[src/rtl/sfp_link_supervisor.sv]
// SFP / LVDS link supervisor: sequences the transmitter and the LVDS driver/receiver,
// qualifies the optical link from received frames, and retries on faults until a latched lockout.
module sfp_link_supervisor #(
  parameter int unsigned P_STARTUP_CYC = 400000,
  parameter int unsigned P_ACQ_TIMEOUT = 4000000,
  parameter int unsigned P_LOCK_FRAMES = 4,
  parameter int unsigned P_RX_WDT      = 40000,
  parameter int unsigned P_HOLDOFF     = 40000,
  parameter int unsigned P_LOS_FILT    = 64,
  parameter int unsigned P_MAX_RETRY   = 3
) (
  input  logic       i_clk,
  input  logic       i_res,
  input  logic       i_enable,
  input  logic       i_clr,
  input  logic       i_sfp_loss_sig,
  input  logic       i_sfp_tx_flt,
  input  logic       i_rx_frame_ok,
  output logic       o_sfp_tx_dis_n,
  output logic       o_drv_en,
  output logic       o_rcv_en_n,
  output logic       o_tx_allow,
  output logic       o_link_up,
  output logic       o_lockout,
  output logic [2:0] o_state,
  output logic [2:0] o_retry_cnt,
  output logic [7:0] o_fault_cnt
);

  function automatic int unsigned max2(input int unsigned a, input int unsigned b);
    return (a > b) ? a : b;
  endfunction

  localparam int unsigned P_BIG = max2(max2(max2(P_STARTUP_CYC, P_ACQ_TIMEOUT),
                                            max2(P_RX_WDT, P_HOLDOFF)),
                                       max2(P_LOS_FILT, P_LOCK_FRAMES));
  localparam int TW = (P_BIG > 1) ? $clog2(P_BIG) : 1;

  typedef enum logic [2:0] {
    S_OFF     = 3'd0,
    S_STARTUP = 3'd1,
    S_ACQUIRE = 3'd2,
    S_LINK_UP = 3'd3,
    S_HOLDOFF = 3'd4,
    S_LOCKOUT = 3'd5
  } state_t;

  logic          los_s1_q, los_s2_q, flt_s1_q, flt_s2_q;
  logic [TW-1:0] los_cnt_q, los_cnt_d;
  logic          los_f_q, los_f_d;
  state_t        state_q, state_d;
  logic [TW-1:0] tmr_q, tmr_d, frm_q, frm_d;
  logic [2:0]    retry_q, retry_d;
  logic [7:0]    fault_q, fault_d;
  logic          act_d;

  // LOS hysteresis: flip only after P_LOS_FILT consecutive samples disagree with the current value
  always_comb begin
    los_cnt_d = '0;
    los_f_d   = los_f_q;
    if (los_s2_q != los_f_q) begin
      if (los_cnt_q == TW'(P_LOS_FILT - 1)) los_f_d = los_s2_q;
      else                                  los_cnt_d = los_cnt_q + 1'b1;
    end
  end

  always_comb begin
    state_d = state_q;
    case (state_q)
      S_OFF:     state_d = S_STARTUP;
      S_STARTUP: if (tmr_q == TW'(P_STARTUP_CYC - 1)) state_d = S_ACQUIRE;
      S_ACQUIRE: begin
        if (flt_s2_q)                                                      state_d = S_HOLDOFF;
        else if (i_rx_frame_ok && frm_q == TW'(P_LOCK_FRAMES - 1))         state_d = S_LINK_UP;
        else if (tmr_q == TW'(P_ACQ_TIMEOUT - 1))                          state_d = S_HOLDOFF;
      end
      S_LINK_UP: begin
        if (flt_s2_q || los_f_d)                                           state_d = S_HOLDOFF;
        else if (!i_rx_frame_ok && tmr_q == TW'(P_RX_WDT - 1))             state_d = S_HOLDOFF;
      end
      S_HOLDOFF: if (tmr_q == TW'(P_HOLDOFF - 1))
                   state_d = (retry_q >= 3'(P_MAX_RETRY)) ? S_LOCKOUT : S_STARTUP;
      S_LOCKOUT: if (i_clr) state_d = S_OFF;
      default:   state_d = S_OFF;
    endcase
    if (!i_enable) state_d = S_OFF;
  end

  always_comb begin
    tmr_d   = tmr_q + 1'b1;
    frm_d   = frm_q;
    retry_d = retry_q;
    fault_d = fault_q;
    if (state_d != state_q) begin
      tmr_d = '0;
      frm_d = '0;
    end else if (i_rx_frame_ok) begin
      if (state_q == S_ACQUIRE) frm_d = frm_q + 1'b1;
      if (state_q == S_LINK_UP) tmr_d = '0;
    end
    if (state_d == S_OFF) retry_d = '0;
    else if (state_d != state_q && state_d == S_LINK_UP) retry_d = '0;
    else if (state_d != state_q && state_d == S_HOLDOFF && retry_q != 3'd7) retry_d = retry_q + 3'd1;
    // A clear landing with a HOLDOFF entry wins
    if (i_clr) fault_d = '0;
    else if (state_d != state_q && state_d == S_HOLDOFF && fault_q != 8'hFF) fault_d = fault_q + 8'd1;
  end

  assign act_d = (state_d == S_STARTUP) || (state_d == S_ACQUIRE) || (state_d == S_LINK_UP);

  always_ff @(posedge i_clk) begin
    if (i_res) begin
      los_s1_q <= 1'b0;  los_s2_q <= 1'b0;
      flt_s1_q <= 1'b0;  flt_s2_q <= 1'b0;
      los_cnt_q <= '0;   los_f_q  <= 1'b1;
      state_q  <= S_OFF;
      tmr_q    <= '0;    frm_q    <= '0;
      retry_q  <= '0;    fault_q  <= '0;
      o_sfp_tx_dis_n <= 1'b0;
      o_drv_en       <= 1'b0;
      o_rcv_en_n     <= 1'b1;
      o_tx_allow     <= 1'b0;
      o_link_up      <= 1'b0;
      o_lockout      <= 1'b0;
    end else begin
      los_s1_q <= i_sfp_loss_sig;  los_s2_q <= los_s1_q;
      flt_s1_q <= i_sfp_tx_flt;    flt_s2_q <= flt_s1_q;
      los_cnt_q <= los_cnt_d;      los_f_q  <= los_f_d;
      state_q  <= state_d;
      tmr_q    <= tmr_d;           frm_q    <= frm_d;
      retry_q  <= retry_d;         fault_q  <= fault_d;
      o_sfp_tx_dis_n <= act_d;
      o_drv_en       <= act_d;
      o_rcv_en_n     <= ~act_d;
      o_tx_allow     <= (state_d == S_LINK_UP);
      o_link_up      <= (state_d == S_LINK_UP);
      o_lockout      <= (state_d == S_LOCKOUT);
    end
  end

  assign o_state     = state_q;
  assign o_retry_cnt = retry_q;
  assign o_fault_cnt = fault_q;

endmodule

[config.mk]
export PLATFORM = sky130hd
export DESIGN_NAME = sfp_link_supervisor
export DESIGN_NICKNAME = d
export VERILOG_FILES = /design/src/rtl/sfp_link_supervisor.sv
export SDC_FILE = /design/constraint.sdc
export NUM_CORES = 1
export LEC_CHECK = 0
export CELL_PAD_IN_SITES_DETAIL_PLACEMENT = 2
export CELL_PAD_IN_SITES_GLOBAL_PLACEMENT = 2
export CORE_UTILIZATION = 41
export CTS_CLUSTER_SIZE = 24
export DETAILED_ROUTE_END_ITERATION = 16
export PLACE_DENSITY_LB_ADDON = 0.2
export SYNTH_ARGS = -nofsm -noshare
export SYNTH_HDL_FRONTEND = slang
export SYNTH_SLANG_ARGS = --single-unit
[constraint.sdc]
create_clock -name i_clk -period 7.2 [get_ports i_clk]
set_input_delay 1.44 -clock i_clk [delete_from_list [all_inputs] [get_ports i_clk]]
set_output_delay 1.44 -clock i_clk [all_outputs]
set_load 0.01 [all_outputs]
==> key figures <==
Status
  – Status: completed

Clocking
  – Post-CTS setup buffers: 0
  – CTS Hold Bufs: 0
  – Latest clock arrival within the worst-skew pair: 0.37 ns
  – Clock Pin Slew Worst Setup and Hold Paths: 0.09 ns
  – Clock buffer depth: 2
  – TritonCTS clock tree: yes
  – H-tree depth: 3
  – CTS buffer count: 9
  – Num Clock Sinks: 89
  – Post-cts sizing count: 0
  – Clock root cell: clkbuf_8

Synthesis
  – Syn_nets: approximately 500
  – Synth area leader: dfxtp_1
  – Yosys warning count: 0
  – Main area contributors after synthesis: dfxtp_1 39%, xor2_1 7.3%, nor4_2 5.7%
  – Async SR Flop Fraction: 0%
  – Cell count after synthesis: 485
  – FF+latch count, synth: 89
  – Syn_area_per_cell: 9.43 sq um
  – Mapped Area: 4570 sq um
  – Primary FF master, synth: dfxtp_1
  – Synth top cells by count: 89 x dfxtp_1, 56 x nor2_1, 38 x xor2_1
  – Post-synth EDFFs: 0
  – Register area share after synthesis: 39.0%
  – Share of the synthesized area in the top cell type: between 30 and 40%
  – Top-count cell post-synth: dfxtp_1
  – Synth cell types: between 50 and 60

Min path
  – Hold path endpoint: flt_s2_q
  – Worst Hold Class: register to register
  – Hold Path Depth: 1
  – Min-delay src: flt_s1_q

Global route
  – Tot GR Track Use: 21.5%
  – First-pass GRT wire length: 19,500 um
  – Overflow left after global routing: 0
  – Largest net degree at the start of global routing: 45
  – Initial antenna violation count: 0
  – Vias in the first global route: 3,816

Critical path
  – WP buf/inv: 2
  – Reg2reg path depth: 10
  – Crit-path leading delay family: simple AND/OR/NAND/NOR gates
  – Critical path arrival: 4.25 ns
  – Slowest stage cell on the critical path: clkdlybuf4s50_1
  – Cells along the critical path: clkdlybuf4s50_1 > nor4bb_1 > nand4_1 > nor2_1 > nor4b_2 > a211o_1 > a221oi_4 > o311ai_4 > buf_4 > nor4_2
  – Reg-to-Reg End: tmr_q[3]
  – Crit. End Element: register
  – Worst reg2reg path startpoint: tmr_q[0]
  – Worst setup SP type: primary input
  – Max Fanout on Critical Path: 44
  – CP required: 7.48 ns
  – Crit path largest cell delay: 0.54 ns
  – WS Path Type: primary input to register
  – R2r setup slk: 4.07 ns

Final layout
  – Final #Nets: about 520
  – Fraction of layout cells with a size suffix above 1: 15.9%
  – Fill count: 1,168
  – Inserted Diodes: 0
  – Area grow syn2layout: 13.0%

Timing
  – Finish-stage setup viols: 0
  – Final period utilization: 55.1%
  – RSZ-0062 raised after global routing: false
  – Slew margin rel.: 40.8%
  – Post-Route Skew: 0.0132 ns
  – Number of max-slew violations in the final report: 0
  – Hold Violations, Final: 0
  – Final setup margin: 3.23 ns
  – Post-route minimum period: around 4 ns
  – Worst Tran Pin Value: just under 0.9 ns
  – Setup TNS: 0 ns
  – FMAX: 252 MHz

Detailed routing
  – Detailed Routing Iterations Pass 1: 4
  – Vias per inst: 5.49
  – Routed len/inst: about 18 um
  – Number of remaining DRC errors: 0
  – Vias: around 3.6k
  – WL final: 11,400 um
  – 1st-iter DRT viols: 151
  – Routed Antenna Nets: 0

Place
  – Placer congestion estimate: between 0.7 and 0.8
  – Final HPWL DP: 7900 um
  – # port buffers: 26
  – Pre-CTS WS: around 2.9 ns

Floorplanning
  – Die height: 108 um
  – Die Wd: approximately 110 um
  – Starting density of the core: 42.2%
  – Site Rows: 38
  – Die area: 11,600 sq um
  – Core Box Area: 10,800 sq um
  – Io pins: 27

Job
  – Max-Cap Viols: 0

Power and ir drop
  – Max VDD drop: 0.000110 V
  – P_leak: 1.64 nW
  – Power per Cell Area: approximately 190 nW/um^2
==> state kept, by name, indices dropped and copies added (netlist names), 3 cells and up <==
name         cells
o_fault_cnt      8
los_cnt_q       22
frm_q           22
tmr_q           22
o_retry_cnt      3
o_state          3
==> cells in the final DEF (no fill, tap or decap), types with 2 or more instances in the layout <==
master,netlist,final
nor4b_2,2,2
nor3_1,12,12
o21ai_2,1,2
nand4_1,15,15
a21oi_1,7,7
clkbuf_8,0,10
nand4bb_1,2,2
nor3_2,23,23
ha_1,7,7
o21ai_1,3,3
a211o_1,2,2
xor2_1,38,38
a211oi_1,3,3
nor4_4,2,2
bufinv_16,0,3
nand2_1,34,34
inv_1,11,11
or3_1,2,2
nor4_1,13,13
clkdlybuf4s50_1,0,26
dfxtp_1,89,89
buf_4,3,3
xnor2_1,30,30
mux2i_1,3,3
nor2_1,56,56
nand3_1,30,30
nor2b_1,8,8
and4_1,3,3
and3_1,17,17
o21ai_0,5,4
nor4_2,21,21
==> worst max path at each step <==
stage / startpoint / endpoint / slack (ns) / depth (start not counted)
after CTS: i_rx_frame_ok / tmr_q[3] / 3.20 / 10
after floorplan: i_rx_frame_ok / tmr_q[11] / 3.88 / 9
after global routing: i_rx_frame_ok / tmr_q[18] / 3.01 / 10
final: i_rx_frame_ok / tmr_q[3] / 3.23 / 10
after detailed placement: i_rx_frame_ok / tmr_q[3] / 2.87 / 10
after global placement: i_rx_frame_ok / tmr_q[18] / 3.05 / 10
==> area by class of cell <==
type / instances / area [sq um] / area share [%]
Multi-Input combinational cell: 364 / 2640 / 51.1
Timing Repair Buffer: 29 / 283 / 5.47
Clock inverter: 5 / 103 / 1.99
Inverter: 11 / 41.3 / 0.799
Clock buffer: 11 / 141 / 2.74
Tap cell: 140 / 175 / 3.39
Sequential cell: 89 / 1780 / 34.5
==> power by group <==
| group | switching (mW) | internal [mW] |
|---|---|---|
| clock network | 0.185 | 0.240 |
| logic | 0.0296 | 0.0125 |
| registers | 0.00446 | 0.496 |
| total | 0.219 | 0.748 |
==> cells by family (layout without fill, tap and decap cells) <==
family	count (synthesis)	in the layout	synth area share (%)
and+or+nand+nor	254	254	36.1
DFF	89	89	39.0
xor gates and xnor gates	68	68	13.0
AOI/OAI and AO/OA	32	32	5.72
buffers and inverters	32	56	3.67
adders and majority gates	7	7	1.92
muxes	3	3	0.657
==> through the flow <==
| stage | std cells | utilization (%) | total power [mW] | hold WS, ns | instance area [sq um] |
|---|---|---|---|---|---|
| floorplan | 485 | - | 0.541 | 0.414 | 4570 |
| global placement | 633 | 45.4 | 0.553 | 0.428 | 4920 |
| detailed placement | 633 | 45.4 | 0.554 | 0.432 | 4920 |
| CTS | 649 | 47.7 | 0.978 | 0.457 | 5170 |
| global route | 649 | 47.7 | 1.00 | 0.477 | 5170 |
| finish | 649 | 47.7 | 0.967 | 0.451 | 5170 |
==> metal layers <==
metal / track usage, % / up-vias / share of wire [%]
li1: - / 1749 / -
met4: 6.16 / 0 / 1.0
met2: 37.9 / 24 / 51
met1: 26.5 / 1781 / 46
met5: 0 / - / 0
met3: 4.18 / 9 / 2.0
Note: power is estimated with default switching activity, not from simulation.
